<file path="src/rtl/gate_test_seq_if.sv">
// gate_test_seq_if: start/done handshake, gate drive and result signals of gate_test_seq
interface gate_test_seq_if;
  logic       start;
  logic [1:0] fn;
  logic       q;
  logic       a;
  logic       b;
  logic       busy;
  logic       done;
  logic       pass;
  logic [2:0] err_count;
  logic [1:0] fail_vec;
  logic       fail_seen;
  modport master (
    output start, fn, q,
    input  a, b, busy, done, pass, err_count, fail_vec, fail_seen
  );
  modport slave (
    input  start, fn, q,
    output a, b, busy, done, pass, err_count, fail_vec, fail_seen
  );
endinterface

</file>
<file path="src/rtl/gate_test_seq.sv">
// gate_test_seq: sweeps a 2-input gate through 00,01,10,11 and checks q; GATE_TEST_STOP_ON_ERR_EN ends the sweep at the first mismatch
module gate_test_seq #(
  parameter int SETTLE_CYCLES = 4
) (
  input logic            clk,
  input logic            rst,
  gate_test_seq_if.slave bus
);
  localparam int CW = $clog2(SETTLE_CYCLES + 1);
  localparam logic [CW-1:0] RELOAD = CW'(SETTLE_CYCLES - 1);
  typedef enum logic [1:0] {IDLE, RUN, DONE} state_t;
  state_t        state, state_n;
  logic [1:0]    fn_r, fn_n, vec, vec_n, fail_vec_r, fail_vec_n;
  logic [CW-1:0] cnt, cnt_n;
  logic [2:0]    err, err_n;
  logic          busy_r, busy_n, done_r, done_n, pass_r, pass_n, seen_r, seen_n;
  logic          expected, mismatch, last;
  // {a,b} is the vector index itself, so it returns to 00 whenever the index is cleared
  assign bus.a         = vec[1];
  assign bus.b         = vec[0];
  assign bus.busy      = busy_r;
  assign bus.done      = done_r;
  assign bus.pass      = pass_r;
  assign bus.err_count = err;
  assign bus.fail_vec  = fail_vec_r;
  assign bus.fail_seen = seen_r;
  always_comb begin
    expected = fn_r == 2'b00 ? ~(vec[1] | vec[0]) :
               fn_r == 2'b01 ? ~(vec[1] & vec[0]) :
               fn_r == 2'b10 ?  (vec[1] & vec[0]) :
                                (vec[1] | vec[0]);
    mismatch = bus.q != expected;
`ifdef GATE_TEST_STOP_ON_ERR_EN
    last = (vec == 2'd3) || mismatch;
`else
    last = vec == 2'd3;
`endif
  end
  always_comb begin
    state_n    = state;
    fn_n       = fn_r;
    vec_n      = vec;
    cnt_n      = cnt;
    err_n      = err;
    busy_n     = busy_r;
    done_n     = 1'b0;
    pass_n     = pass_r;
    seen_n     = seen_r;
    fail_vec_n = fail_vec_r;
    case (state)
      IDLE: if (bus.start) begin
        fn_n       = bus.fn;
        err_n      = 3'd0;
        seen_n     = 1'b0;
        fail_vec_n = 2'd0;
        pass_n     = 1'b0;
        vec_n      = 2'd0;
        cnt_n      = RELOAD;
        busy_n     = 1'b1;
        state_n    = RUN;
      end
      RUN: if (cnt != '0) begin
        cnt_n = cnt - CW'(1);
      end else begin
        if (mismatch) begin
          err_n = err + 3'd1;
          if (!seen_r) begin
            seen_n     = 1'b1;
            fail_vec_n = vec;
          end
        end
        if (last) begin
          state_n = DONE;
          busy_n  = 1'b0;
          done_n  = 1'b1;
          vec_n   = 2'd0;
          pass_n  = err_n == 3'd0;
        end else begin
          vec_n = vec + 2'd1;
          cnt_n = RELOAD;
        end
      end
      DONE: state_n = IDLE;
      default: state_n = IDLE;
    endcase
  end
  always_ff @(posedge clk or posedge rst) begin
    if (rst) begin
      state      <= IDLE;
      fn_r       <= 2'd0;
      vec        <= 2'd0;
      cnt        <= '0;
      err        <= 3'd0;
      busy_r     <= 1'b0;
      done_r     <= 1'b0;
      pass_r     <= 1'b0;
      seen_r     <= 1'b0;
      fail_vec_r <= 2'd0;
    end else begin
      state      <= state_n;
      fn_r       <= fn_n;
      vec        <= vec_n;
      cnt        <= cnt_n;
      err        <= err_n;
      busy_r     <= busy_n;
      done_r     <= done_n;
      pass_r     <= pass_n;
      seen_r     <= seen_n;
      fail_vec_r <= fail_vec_n;
    end
  end
endmodule
</file>
<file path="src/flat_wrapper.sv">
// flat-port wrapper written by rule: the top's interface ports become plain ports
module gate_test_seq_flat 
#(
  parameter int SETTLE_CYCLES = 4
)
  (clk, rst, bus_start, bus_fn, bus_q, bus_a, bus_b, bus_busy, bus_done, bus_pass, bus_err_count, bus_fail_vec, bus_fail_seen);
  gate_test_seq_if bus_i ();
  input logic clk;
  input logic rst;
  input wire logic [$bits(bus_i.start)-1:0] bus_start;
  input wire logic [$bits(bus_i.fn)-1:0] bus_fn;
  input wire logic [$bits(bus_i.q)-1:0] bus_q;
  output wire logic [$bits(bus_i.a)-1:0] bus_a;
  output wire logic [$bits(bus_i.b)-1:0] bus_b;
  output wire logic [$bits(bus_i.busy)-1:0] bus_busy;
  output wire logic [$bits(bus_i.done)-1:0] bus_done;
  output wire logic [$bits(bus_i.pass)-1:0] bus_pass;
  output wire logic [$bits(bus_i.err_count)-1:0] bus_err_count;
  output wire logic [$bits(bus_i.fail_vec)-1:0] bus_fail_vec;
  output wire logic [$bits(bus_i.fail_seen)-1:0] bus_fail_seen;
  assign bus_i.start = bus_start;
  assign bus_i.fn = bus_fn;
  assign bus_i.q = bus_q;
  assign bus_a = bus_i.a;
  assign bus_b = bus_i.b;
  assign bus_busy = bus_i.busy;
  assign bus_done = bus_i.done;
  assign bus_pass = bus_i.pass;
  assign bus_err_count = bus_i.err_count;
  assign bus_fail_vec = bus_i.fail_vec;
  assign bus_fail_seen = bus_i.fail_seen;
  gate_test_seq #(.SETTLE_CYCLES(SETTLE_CYCLES)) u_core (.clk(clk), .rst(rst), .bus(bus_i));
endmodule
</file>
<file path="config.mk">
export PLATFORM = sky130hd
export DESIGN_NAME = gate_test_seq_flat
export DESIGN_NICKNAME = d
export VERILOG_FILES = /design/src/rtl/gate_test_seq_if.sv /design/src/rtl/gate_test_seq.sv /design/src/flat_wrapper.sv
export SDC_FILE = /design/constraint.sdc
export NUM_CORES = 1
export LEC_CHECK = 0
export ABC_AREA = 1
export CAP_MARGIN = 0
export CORE_MARGIN = 2
export CORE_UTILIZATION = 45
export DETAILED_ROUTE_END_ITERATION = 7
export DONT_BUFFER_PORTS = 1
export PLACE_DENSITY = 0.6
export RECOVER_POWER = 50
export SYNTH_ARGS = -nofsm -noshare
export SYNTH_HDL_FRONTEND = slang
export SYNTH_SLANG_ARGS = --single-unit
</file>
<file path="constraint.sdc">
create_clock -name clk -period 3.4 [get_ports clk]
set_input_delay 0.51 -clock clk [delete_from_list [all_inputs] [get_ports clk]]
set_output_delay 0.51 -clock clk [all_outputs]
set_load 0.1 [all_outputs]
</file>
==> results.md <==
- Status: completed
- Vias in the first global route: 717
- Detailed-route DRC error count: 0
- Max-slew violations: 0
- Fill cells: 204
- Dpl hpwl: between 1 and 1.5 mm
- First-pass DRT Iterations: 4
- CP Class: reg -> reg
- CTS H-tree depth: 1
- TritonCTS buffer count: 3
- Mapped cell area: 930.9 sq um
- Initial DRC count: 13
- Min Tclk post-route: roughly 1.9 ns
- Worst setup SP type: register
- Root Driver: clkbuf_4
- Net count of the mapped netlist: 121
- Core footprint: just under 2000 sq um
- Ant diodes: 0
- Max Clk Rate: 523.6 MHz
- Total Routing Usage GR: 0.1704
- Hold/Removal Path Class: in -> async
- Initial Util: 0.4745
- Setup TNS: 0 ns
- Largest net degree at the start of global routing: 19
- Setup crit end kind: register
- Commonest non-fill, non-tap cell in the layout: nand2_1
- Post-CTS Setup Inserts: 0
- WP buf/inv: 3
- CP max stage delay: roughly 0.34 ns
- Arrival time worst endpoint: about 2.1 ns
- Area delta synth->final: 10.21%
- Post-cts resize count: 0
- Die X: roughly 49 microns
- Later-pin clock latency in the skew report: about 0.3 ns
- CTS Sinks: 18
- Worst clock skew: about 0.0012 ns
- Port buffer count: 0
- Tcrit/Tclk final: 0.5617
- RSZ-0062 raised after global routing: no
- Synthesized flop and latch total: 18
- Die area: 2448 sq um
- WP data required: about 3.6 ns
- Fraction of layout cells with a size suffix above 1: 0.1368
- Worst-margin pin slew: around 0.93 ns
- Post-CTS Hold Buffers: 0
- Yosys warning count: 0
- Critical-path cell list: buf_4 > inv_1 > ha_1 > inv_1 > nand2_1 > nand3_1 > nand2_1 > nand2_2 > nand2_2 > nand2_1 > a21oi_1 > or2_1
- Overflow left after global routing: 0
- Sequential element share of the synthesized area: 0.4839
- Io pins: 17
- Final hold vios: 0
- Most frequent cells in the layout: nand2_1, dfrtp_1, inv_1
- Antenna Nets Post-Route: 0
- CTS clk-pin slew, worst paths: around 0.10 ns
- Max-cap viol count: 0
- DR vias: 714
- Die span in y: 49.48 microns
- Max-slew headroom: 0.3781
- Row cnt: 16
- CP top delay family: simple AND/OR/NAND/NOR gates
- Critical Path Fanout Max: 6
- Avg WL per Cell: around 12 microns
- WL final: between 1.5 and 2 mm
- Deepest clock path buffer count: 2
- CP max stage cell: dfrtp_1
- Cells after synthesis: 109
- Vias per Instance: 4.958
- Gp weighted congestion: a little over 0.8
- Number of distinct library cells after synthesis: 20
- Most frequent CP cell: nand2_1
- First-pass GRT wire length: ~3.1 mm
- CTS tree: yes
- Multi-input gate area: roughly 400 sq um
- Initial antenna violation count: 0
- Sequential Area: roughly 450 sq um
- Syn Area/Cell: 8.540 sq um
- Net count, final: 130
- Final setup violation count: 0
[per-stage QoR]
stage	worst slack, ns	hold WS, ns	cells	util	instance area [sq um]
finish	1.490	0.1912	144	0.5230	1026
detailed placement	1.503	0.5509	140	0.5070	994.7
CTS	1.486	0.2164	144	0.5255	1031
global route	1.262	0.2501	144	0.5230	1026
floorplan	1.205	0.4486	109	-	930.9
global placement	1.551	0.5399	140	0.5070	994.7
[final cells by class]
type                       count  area share
sequential                    18      0.4390
multi-input combinational     72      0.3939
inverter                      19     0.06951
clock buffer                   4     0.03537
tap                           27     0.03293
timing repair buffer           4     0.02927
[path summary, 6_finish.rpt]
check,startpoint,endpoint,slack [ns],cells past startpoint
setup / recovery,u_core.vec[0],u_core.bus.fail_seen,1.49,12
hold / removal,rst,u_core.bus.err_count[1],0.19,1
setup reg to reg,u_core.vec[0],u_core.bus.fail_seen,1.49,12
hold reg to reg,u_core.fn_r[1],u_core.fn_r[1],0.56,2
max in group asynchronous,rst,u_core.bus.err_count[2],2.78,1
min in group clk,bus_fn[1],u_core.fn_r[1],0.36,2
[worst register-to-register path, cell delays in order, from the launching register on]
cell and delay [ns]:
dfrtp_1 0.34, buf_4 0.31, inv_1 0.11, ha_1 0.23, inv_1 0.06, nand2_1 0.05
nand3_1 0.10, nand2_1 0.09, nand2_2 0.09, nand2_2 0.08, nand2_1 0.09, a21oi_1 0.06
or2_1 0.20
[flip-flops by register name (all words and copies together), names as in the netlist]
name and flops:
u_core.bus.fail_seen 1, u_core.state 2, u_core.bus.fail_vec 2, u_core.cnt 3
u_core.vec 2, u_core.bus.err_count 3, u_core.bus.busy 1, u_core.fn_r 2
u_core.bus.pass 1, u_core.bus.done 1
[cells by family after synthesis]
| logic type | share of synthesized area |
|---|---|
| simple gates | 0.2406 |
| flops | 0.4839 |
| compound gates | 0.09946 |
| xor+xnor | 0.01882 |
| fa+ha+maj | 0.08064 |
| buf+inv | 0.07661 |
[layer usage]
layer  vias up  GRT usage  share of wire
met5         -          0              0
met2        13     0.2883           0.48
li1        364          -              -
met1       333     0.1937           0.45
met3         4    0.03636          0.043
met4         0     0.1111          0.024
[synthesized netlist by cell type]
master / count / share of area
nand2_1: 25 / 0.10
dfrtp_1: 18 / 0.48
inv_1: 16 / 0.065
nand3_1: 12 / 0.065
ha_1: 6 / 0.081
nor2_1: 6 / 0.024
a21oi_1: 3 / 0.016
inv_2: 3 / 0.012
nand2_2: 3 / 0.020
o21ai_0: 3 / 0.016
o22ai_1: 3 / 0.020
nor2_4: 2 / 0.024
o21ai_1: 2 / 0.011
a21boi_1: 1 / 0.0081
a31oi_1: 1 / 0.0067
o211ai_1: 1 / 0.0081
o211ai_2: 1 / 0.013
or2_1: 1 / 0.0067
xnor2_1: 1 / 0.0094
xor2_1: 1 / 0.0094
Power is left out: the tool's default activity adds up to more than one toggle a clock period on the data nets, which glitch-free logic cannot reach.
